==> src/rtl/fifo_wr_arbiter.sv <==
// Write side of the async FIFO: round-robin burst arbiter, binary/gray write pointer, full flag.
// Optional WR_ALMOST_FULL_EN adds the registered walmost_full output.
module fifo_wr_arbiter #(
    parameter int ADDRSIZE = 4,
    parameter int DSIZE    = 8,
    parameter int NREQ     = 4,
    parameter int AFULL_TH = 2
) (
    input  logic                    wclk,
    input  logic                    wrst_n,
    input  logic [NREQ-1:0]         req,
    input  logic [NREQ*DSIZE-1:0]   req_data,
    input  logic [NREQ-1:0]         req_last,
    output logic [NREQ-1:0]         gnt,
    input  logic [ADDRSIZE:0]       wq2_rptr,
    output logic                    winc,
    output logic [DSIZE-1:0]        wdata,
    output logic [ADDRSIZE-1:0]     waddr,
    output logic [ADDRSIZE:0]       wptr,
    output logic                    wfull,
`ifdef WR_ALMOST_FULL_EN
    output logic                    walmost_full,
`endif
    output logic                    dbg_state
);

    localparam int OW = (NREQ > 1) ? $clog2(NREQ) : 1;

    typedef enum logic {S_IDLE = 1'b0, S_BURST = 1'b1} state_t;

    state_t            r_state;
    state_t            w_state_next;
    logic [OW-1:0]     r_owner;
    logic [OW-1:0]     r_rr_ptr;
    logic [OW-1:0]     w_owner_next;
    logic [OW-1:0]     w_rr_next;
    logic [OW-1:0]     w_pick;
    logic              w_pick_valid;
    logic [OW-1:0]     w_owner_sel;
    logic [OW-1:0]     w_owner_inc;
    logic              w_sel_req;
    logic              w_sel_last;
    logic              w_winc;

    logic [ADDRSIZE:0] r_wbin;
    logic [ADDRSIZE:0] r_wgray;
    logic              r_wfull;
    logic [ADDRSIZE:0] w_wbinnext;
    logic [ADDRSIZE:0] w_wgraynext;
    logic [ADDRSIZE:0] w_full_cmp;

    function automatic logic [OW-1:0] inc_mod(input logic [OW-1:0] x);
        if (int'(x) >= NREQ - 1) return '0;
        return x + OW'(1);
    endfunction

    function automatic logic [OW-1:0] rr_idx(input logic [OW-1:0] base, input int k);
        int s;
        s = int'(base) + k;
        if (s >= NREQ) s = s - NREQ;
        return OW'(s);
    endfunction

    // Search starts at rr_ptr so the most recently served requester is last in line.
    always_comb begin
        w_pick       = r_rr_ptr;
        w_pick_valid = 1'b0;
        for (int k = 0; k < NREQ; k++) begin
            if (!w_pick_valid && req[rr_idx(r_rr_ptr, k)]) begin
                w_pick       = rr_idx(r_rr_ptr, k);
                w_pick_valid = 1'b1;
            end
        end
    end

    assign w_owner_sel = (r_state == S_BURST) ? r_owner : w_pick;
    assign w_sel_req   = req[w_owner_sel];
    assign w_sel_last  = req_last[w_owner_sel];
    assign w_owner_inc = inc_mod(w_owner_sel);
    assign w_winc      = wrst_n & w_sel_req & ~r_wfull;

    always_ff @(posedge wclk or negedge wrst_n) begin
        if (!wrst_n) begin
            r_state  <= S_IDLE;
            r_owner  <= '0;
            r_rr_ptr <= '0;
        end else begin
            r_state  <= w_state_next;
            r_owner  <= w_owner_next;
            r_rr_ptr <= w_rr_next;
        end
    end

    always_comb begin
        w_state_next = r_state;
        w_owner_next = r_owner;
        w_rr_next    = r_rr_ptr;
        case (r_state)
            S_IDLE: begin
                if (w_pick_valid) begin
                    w_owner_next = w_pick;
                    // A stalled last word still locks the owner until it transfers.
                    if (w_winc && w_sel_last) w_rr_next    = w_owner_inc;
                    else                      w_state_next = S_BURST;
                end
            end
            S_BURST: begin
                if (!req[r_owner] || (w_winc && w_sel_last)) begin
                    w_state_next = S_IDLE;
                    w_rr_next    = w_owner_inc;
                end
            end
            default: w_state_next = S_IDLE;
        endcase
    end

    always_comb begin
        gnt = '0;
        if (w_winc) gnt[w_owner_sel] = 1'b1;
        winc      = w_winc;
        wdata     = req_data[int'(w_owner_sel)*DSIZE +: DSIZE];
        dbg_state = r_state;
    end

    assign w_wbinnext  = r_wbin + (ADDRSIZE+1)'(w_winc);
    assign w_wgraynext = (w_wbinnext >> 1) ^ w_wbinnext;
    assign w_full_cmp  = {~wq2_rptr[ADDRSIZE:ADDRSIZE-1], wq2_rptr[ADDRSIZE-2:0]};

    always_ff @(posedge wclk or negedge wrst_n) begin
        if (!wrst_n) begin
            r_wbin  <= '0;
            r_wgray <= '0;
            r_wfull <= 1'b0;
        end else begin
            r_wbin  <= w_wbinnext;
            r_wgray <= w_wgraynext;
            r_wfull <= (w_wgraynext == w_full_cmp);
        end
    end

    assign waddr = r_wbin[ADDRSIZE-1:0];
    assign wptr  = r_wgray;
    assign wfull = r_wfull;

`ifdef WR_ALMOST_FULL_EN
    localparam logic [ADDRSIZE:0] DEPTH = {1'b1, {ADDRSIZE{1'b0}}};

    logic [ADDRSIZE:0] w_rbin_sync;
    logic [ADDRSIZE:0] w_used;
    logic [ADDRSIZE:0] w_free;
    logic              r_walmost_full;

    always_comb begin
        w_rbin_sync = '0;
        for (int i = 0; i <= ADDRSIZE; i++) w_rbin_sync[i] = ^(wq2_rptr >> i);
    end

    // Occupancy fits in ADDRSIZE+1 bits because the writer never passes rptr+DEPTH.
    assign w_used = w_wbinnext - w_rbin_sync;
    assign w_free = DEPTH - w_used;

    always_ff @(posedge wclk or negedge wrst_n) begin
        if (!wrst_n) r_walmost_full <= 1'b0;
        else         r_walmost_full <= (w_free <= (ADDRSIZE+1)'(AFULL_TH));
    end

    assign walmost_full = r_walmost_full;
`endif

endmodule
==> config.mk <==
export PLATFORM = sky130hd
export DESIGN_NAME = fifo_wr_arbiter
export DESIGN_NICKNAME = d
export VERILOG_FILES = /design/src/rtl/fifo_wr_arbiter.sv
export SDC_FILE = /design/constraint.sdc
export NUM_CORES = 1
export LEC_CHECK = 0
export CORE_MARGIN = 10
export CORE_UTILIZATION = 30
export DETAILED_ROUTE_END_ITERATION = 8
export GPL_TIMING_DRIVEN = 1
export PLACE_DENSITY = 0.79
export SLEW_MARGIN = 25
export SYNTH_ARGS = -nofsm -noshare
export SYNTH_HDL_FRONTEND = slang
export SYNTH_SLANG_ARGS = --single-unit
==> constraint.sdc <==
create_clock -name wclk -period 2.9 [get_ports wclk]
set_input_delay 0.58 -clock wclk [delete_from_list [all_inputs] [get_ports wclk]]
set_output_delay 0.58 -clock wclk [all_outputs]
set_load 0.02 [all_outputs]
==> results of run 1 <==
## worst min path at each step
stage / start / to / depth (start not counted)
after floorplan: wrst_n / dbg_state / 0
after global placement: r_owner[1] / r_owner[1] / 1
after detailed placement: r_owner[1] / r_owner[1] / 1
after CTS: r_owner[1] / r_owner[1] / 1
after global routing: r_owner[1] / r_owner[1] / 1
final: r_owner[1] / r_owner[1] / 1
## cell type report
class / count / area, um2 / area share, %
sequential: 15 / 377 / 16.1
timing repair buffer: 100 / 893 / 38.3
clock inverter: 1 / 5.00 / 0.214
inverter: 13 / 53.8 / 2.31
tap: 50 / 62.6 / 2.68
clock buffer: 3 / 41.3 / 1.77
multi-input combinational: 111 / 901 / 38.6
## cells in the final DEF, fill, tap and decap left out, types with 4 or more instances in the layout
cell type	n
inv_1	11
nand3_1	6
clkdlybuf4s50_1	53
buf_4	31
nand2_1	20
and2_0	8
dfrtp_1	14
a211oi_2	4
a211oi_1	4
nor2_1	8
ha_1	4
buf_2	9
xor2_1	6
a31oi_1	8
## power groups by stage
stage	combinational [mW]	sequential [mW]	clock [mW]
final	2.08	0.426	0.178
after global routing	2.28	0.439	0.193
after CTS	2.09	0.426	0.179
after detailed placement	2.13	0.424	0
after global placement	2.09	0.419	0
after floorplan	1.17	0.501	0
## flip-flops by register name, indices dropped and copies added (netlist names)
name and count:
r_wbin 5, r_owner 2, wptr 4, r_rr_ptr 2, wfull 1, dbg_state 1
## repair_timing
action / 4_1_cts / 5_1_grt
setup buffers: 3 / 2
cloned: 0 / 0
gates resized for setup: 68 / 20
setup endpoints to repair: 18 / 14
pin swaps: 7 / 4
## metal layers
metal  share of wire, %  global-route usage [%]
met5                  0                       0
met3                7.8                    4.21
met2                 44                    20.2
met4                1.1                    2.69
met1                 47                    14.6
## kinds of logic (layout without fill, tap and decap cells)
logic type      count (synthesis)  in the layout  share of synthesized area (%)
flops                          15             15                           29.7
fa+ha+maj                       6              6                           5.95
mux                             8              8                           8.03
xor+xnor                       11             11                           7.63
compound gates                 31             31                           18.2
buf+inv                        21            117                           8.13
simple gates                   55             55                           22.3
==> qor.txt, run 1 <==
Min Tclk post-route - 3.00 ns
P_sw - 1.25 mW
Count leader, synth - nand2_1
Hold_buf cts - 0
Crit path from - req[2]
HP Class - flip-flop to flip-flop
Initial antenna violation count - 0
Reg2Reg Setup Slack - -0.06 ns
Data arrival, critical path - 3.17 ns
Insertion delay to the later sink of the worst-skew pair - 0.26 ns
R2r startpoint - r_rr_ptr[1]
Maximum VDD drop - 0.712 mV
DRC - 0
Layout cells sized above 1 - 32.5%
Syn Area/Cell - 8.59 um2
Max cap viols - 0
Final setup vio count - 2
Failing checks - negative setup slack
Area leader, netlist - dfrtp_1
Cells after DPL - 285
Clk_skew - 0.00484 ns
Vias - 1,406
Sequential power share - 15.9%
Gpl congestion - 0.890
Port Buf Inserts - 70
Final wirelength - 4.51 mm
Placed inst area - 2260 um2
Post-synth top cells - 20 x nand2_1, 15 x dfrtp_1, 12 x inv_1
Setup ws final - -0.0954 ns
DR iter-0 viols - 21
Die area - 7200 um2
Layout area overhead - 84.8%
Max Fanout on Critical Path - 3
# fillers - 377
GRT Util Overall - 12.1%
CTS tree - done
Post-Syn Area - 1260 um2
Global-route wire length before repair - 7.32 mm
CP max stage delay - 0.37 ns
N_diodes - 0
Clock sinks - 15
Vias in the first global route - 1,494
WL per Instance - 15.4 um
Num CTS Buffers - 3
Post-synthesis cell type count - 42
Final hold violations - 0
Util after Layout - 57.9%
Global route total overflow - 0
Ys flop type - dfrtp_1
Status - finished with violations
WP data required - 3.07 ns
Std cell rows - 23
Worst path buffer plus inverter count - 2
CP max-delay cell - or3_4
Die Ht - 84.9 um
Largest net degree at the start of global routing - 24
End of the critical path - wfull
Clock-pin slew on the worst setup and hold paths - 0.07 ns
Core area - 4030 um2
Depth of the most critical reg-to-reg path - 12
Setup_tns - -0.0973 ns
Yosys top cell area share - 29.7%
Comb pwr share - 77.5%
Synthesized flop and latch total - 15
Setup crit end kind - flip-flop
R2r endpoint - wfull
Finished Cell Area - 2330 um2
Most used cell, CP - ha_4
Min Hold Slack - 0.571 ns
Nets - 297
Period utilization - 103%
CP Cell Sequence - buf_6, a21boi_2, o21bai_1, a41o_1, mux2_4, o211ai_4, inv_4, ha_4, ha_4, xor2_4, xor2_2, or3_4, a221oi_2
Clk buf depth - 2
Die X - 84.9 um
RSZ-0062 raised after global routing - true
Number of synthesized flops with an enable pin - 0
CP top delay family - compound AO/OA/AOI/OAI gates
Internal power - 1.43 mW
Clock group share of total power - 6.6%
Syn_nets - 200
Worst slew pin tran - 0.351 ns
CTS Root Cell - clkbuf_8
Routed Antenna Nets - 0
Initial Util - 31.3%
Switching share of total power - 46.7%
Static leakage - 1.02 nW
Mapped Cells - 147
Relative slew slack - 76.4%
Sequential fraction of the synthesis area - 29.7%
Place WS - -0.850 ns
Ys Warns - 0
Startpoint Class - input pin
Non-filler cells, final - 293
HPWL after DPL - 3.64 mm
Async SR Flop Fraction - 100%
# IOs - 71
Max frequency - 334 MHz
Final Slew Violations - 0
Setup CP Type - input pin to flip-flop
Pwr per Cell Area - 1150 nW/um2
Via/cell ratio - 4.80
TritonRoute pass-1 iters - 6
WP depth - 13
Synth top area cells - dfrtp_1 30%, xor2_1 6.2%, ha_1 5.9%
H-tree level count - 1
Total power - 2.68 mW
Power figures use the tool's default switching activity.
==> run 2: changes to the inputs <==
==> constraint.sdc (replaced) <==
create_clock -name wclk -period 2.7 [get_ports wclk]
set_input_delay 0.54 -clock wclk [delete_from_list [all_inputs] [get_ports wclk]]
set_output_delay 0.54 -clock wclk [all_outputs]
set_load 0.02 [all_outputs]
==> run 2 against run 1 <==
Net effect: the run still ends with negative setup slack left; via count up 7.0%; cell area grew 11%; cell count increased by 5.5%; global-route usage is 0.23 points higher; hold slack got worse by 0.0035 ns; sequential share of layout area down 1.6 points; critical endpoint unchanged; largest cell class is now non-clock buffers.
==> qor.txt, run 2 (synthesis results as in run 1) <==
Status - finished with violations (unchanged)
Failing checks - negative setup slack (unchanged)
HPWL after DPL - 3.66 mm (was 3.64 mm)
CTS Root Cell - clkbuf_8 (unchanged)
Via/cell ratio - 4.87 (was 4.80)
Initial antenna violation count - 0 (unchanged)
Pwr per Cell Area - 1310 nW/um2 (was 1150 nW/um2)
Final hold violations - 0 (unchanged)
Period utilization - 109%
R2r endpoint - wfull (unchanged)
Num CTS Buffers - 3 (unchanged)
Gpl congestion - 0.890 (about the same)
Reg2Reg Setup Slack - -0.22 ns (was -0.06 ns)
WP data required - 2.86 ns (was 3.07 ns)
Setup ws final - -0.240 ns (was -0.0954 ns)
Hold_buf cts - 0 (unchanged)
Cells on Worst Hold Path - 1 (unchanged)
Max frequency - 340 MHz
Initial Util - 31.3% (unchanged)
Std cell rows - 23 (unchanged)
Setup CP Type - input pin to flip-flop (unchanged)
Die Ht - 84.9 um (unchanged)
Largest net degree at the start of global routing - 24 (unchanged)
Clk_skew - 0.00367 ns (was 0.00484 ns)
Core area - 4030 um2 (unchanged)
Static leakage - 1.16 nW (was 1.02 nW)
Total power - 3.41 mW (was 2.68 mW)
Max FFs per register - 5 (unchanged)
Global-route wire length before repair - 7.53 mm (was 7.32 mm)
Startpoint Class - input pin (unchanged)
Most used cell, CP - ha_4 (unchanged)
Port Buf Inserts - 70 (unchanged)
Final Slew Violations - 0 (unchanged)
R2r startpoint - r_rr_ptr[0] (was r_rr_ptr[1])
CP max-delay cell - or3_4 (unchanged)
Worst slew pin tran - 0.319 ns (was 0.351 ns)
Commonest cells after routing, fill and taps aside - 53 x clkdlybuf4s50_1, 44 x buf_4, 19 x nand2_1 (was 53 x clkdlybuf4s50_1, 31 x buf_4, 20 x nand2_1)
Worst path buffer plus inverter count - 2 (unchanged)
Commonest non-fill, non-tap cell in the layout - clkdlybuf4s50_1 (unchanged)
Max cap viols - 0 (unchanged)
Vias in the first global route - 1,570 (was 1,494)
Clock-pin slew on the worst setup and hold paths - 0.06 ns (was 0.07 ns)
Nets - 313 (was 297)
CP Cell Sequence - buf_6, a21boi_2, o21bai_1, a41o_1, mux2_4, o211ai_4, inv_4, ha_4, ha_4, xor2_4, xor2_2, or3_4, a221oi_2 (unchanged)
Hold Path End - r_owner[1] (unchanged)
H-tree level count - 1 (unchanged)
Vias - 1,505 (was 1,406)
CP max stage delay - 0.37 ns (about the same)
Largest register by flop count - r_wbin (unchanged)
Setup crit end kind - flip-flop (unchanged)
TritonRoute pass-1 iters - 4 (was 6)
Layout area overhead - 106% (was 84.8%)
Relative slew slack - 78.5% (was 76.4%)
GRT Util Overall - 12.4% (was 12.1%)
Placed inst area - 2270 um2 (was 2260 um2)
Final setup vio count - 12 (was 2)
Data arrival, critical path - 3.10 ns (was 3.17 ns)
WL per Instance - 16.0 um (was 15.4 um)
Final wirelength - 4.93 mm (was 4.51 mm)
RSZ-0062 raised after global routing - true (unchanged)
N_diodes - 0 (unchanged)
Routed Antenna Nets - 0 (unchanged)
Max Fanout on Critical Path - 4 (was 3)
Depth of the most critical reg-to-reg path - 12 (unchanged)
Place WS - -0.985 ns (was -0.850 ns)
CTS tree - done (unchanged)
Die X - 84.9 um (unchanged)
Die area - 7200 um2 (unchanged)
Insertion delay to the later sink of the worst-skew pair - 0.25 ns (was 0.26 ns)
DRC - 0 (unchanged)
Clk buf depth - 2 (unchanged)
Finished Cell Area - 2600 um2 (was 2330 um2)
Global route total overflow - 0 (unchanged)
Worst Hold Launch - r_owner[1] (unchanged)
WP depth - 13 (unchanged)
# IOs - 71 (unchanged)
DR iter-0 viols - 39 (was 21)
HP Class - flip-flop to flip-flop (unchanged)
CP top delay family - compound AO/OA/AOI/OAI gates (unchanged)
Min Hold Slack - 0.567 ns (was 0.571 ns)
Layout cells sized above 1 - 43.2% (was 32.5%)
Clock sinks - 15 (unchanged)
Min Tclk post-route - 2.94 ns
Maximum VDD drop - 0.780 mV (was 0.712 mV)
[run 2: final cells by class]
| type | instances | area, um2 |
|---|---|---|
| clock inverter | 1 | 5.00 |
| tap | 50 | 62.6 |
| multi-input combinational | 111 | 983 |
| sequential | 15 | 377 |
| inverter | 13 | 63.8 |
| timing repair buffer | 116 | 1070 |
| fill | 336 | 1430 |
| clock buffer | 3 | 41.3 |
[run 2: report_power, final]
part / internal (mW) / leakage [nW] / switching, mW / total [mW]
Combinational: 1.46 / 0.955 / 1.30 / 2.76
Sequential: 0.347 / 0.179 / 0.115 / 0.462
Clock: 0.102 / 0.0255 / 0.0802 / 0.183
[run 2: how the worst max path moves through the flow]
stage / slack (ns) / end / from
6_report: -0.24 / wfull / req[2]
3_3_place_gp: -0.93 / wdata[1] / req[0]
5_1_grt: -0.33 / wfull / r_rr_ptr[1]
3_5_place_dp: -0.98 / gnt[1] / req[0]
4_1_cts: -0.22 / wfull / r_rr_ptr[0]
2_1_floorplan: -0.52 / wfull / req[0]
[run 2: layer usage]
layer  part of all wire (%)  GRT usage (%)  vias to the layer above
li1                       -              -                      729
met1                     44           15.1                      714
met2                     50           20.9                       57
met3                    5.7           3.25                        5
met4                   0.93           3.14                        0
met5                      0              0                        -
[run 2: what timing repair did]
item,4_1_cts,5_1_grt
pin swaps,11,18
endpoints found under the setup margin,21,16
buffers inserted,8,10
resized for setup,87,49
cloned,0,0
[run 2: stage by stage]
| step | utilization, % | std cells | setup TNS, ns |
|---|---|---|---|
| after global placement | 56.4 | 288 | -16.31 |
| after CTS | 59.1 | 299 | -0.825 |
| after floorplan | - | 147 | -0.569 |
| after global routing | 64.5 | 309 | -2.55 |
| after detailed placement | 56.4 | 288 | -17.12 |
| final | 64.5 | 309 | -1.20 |
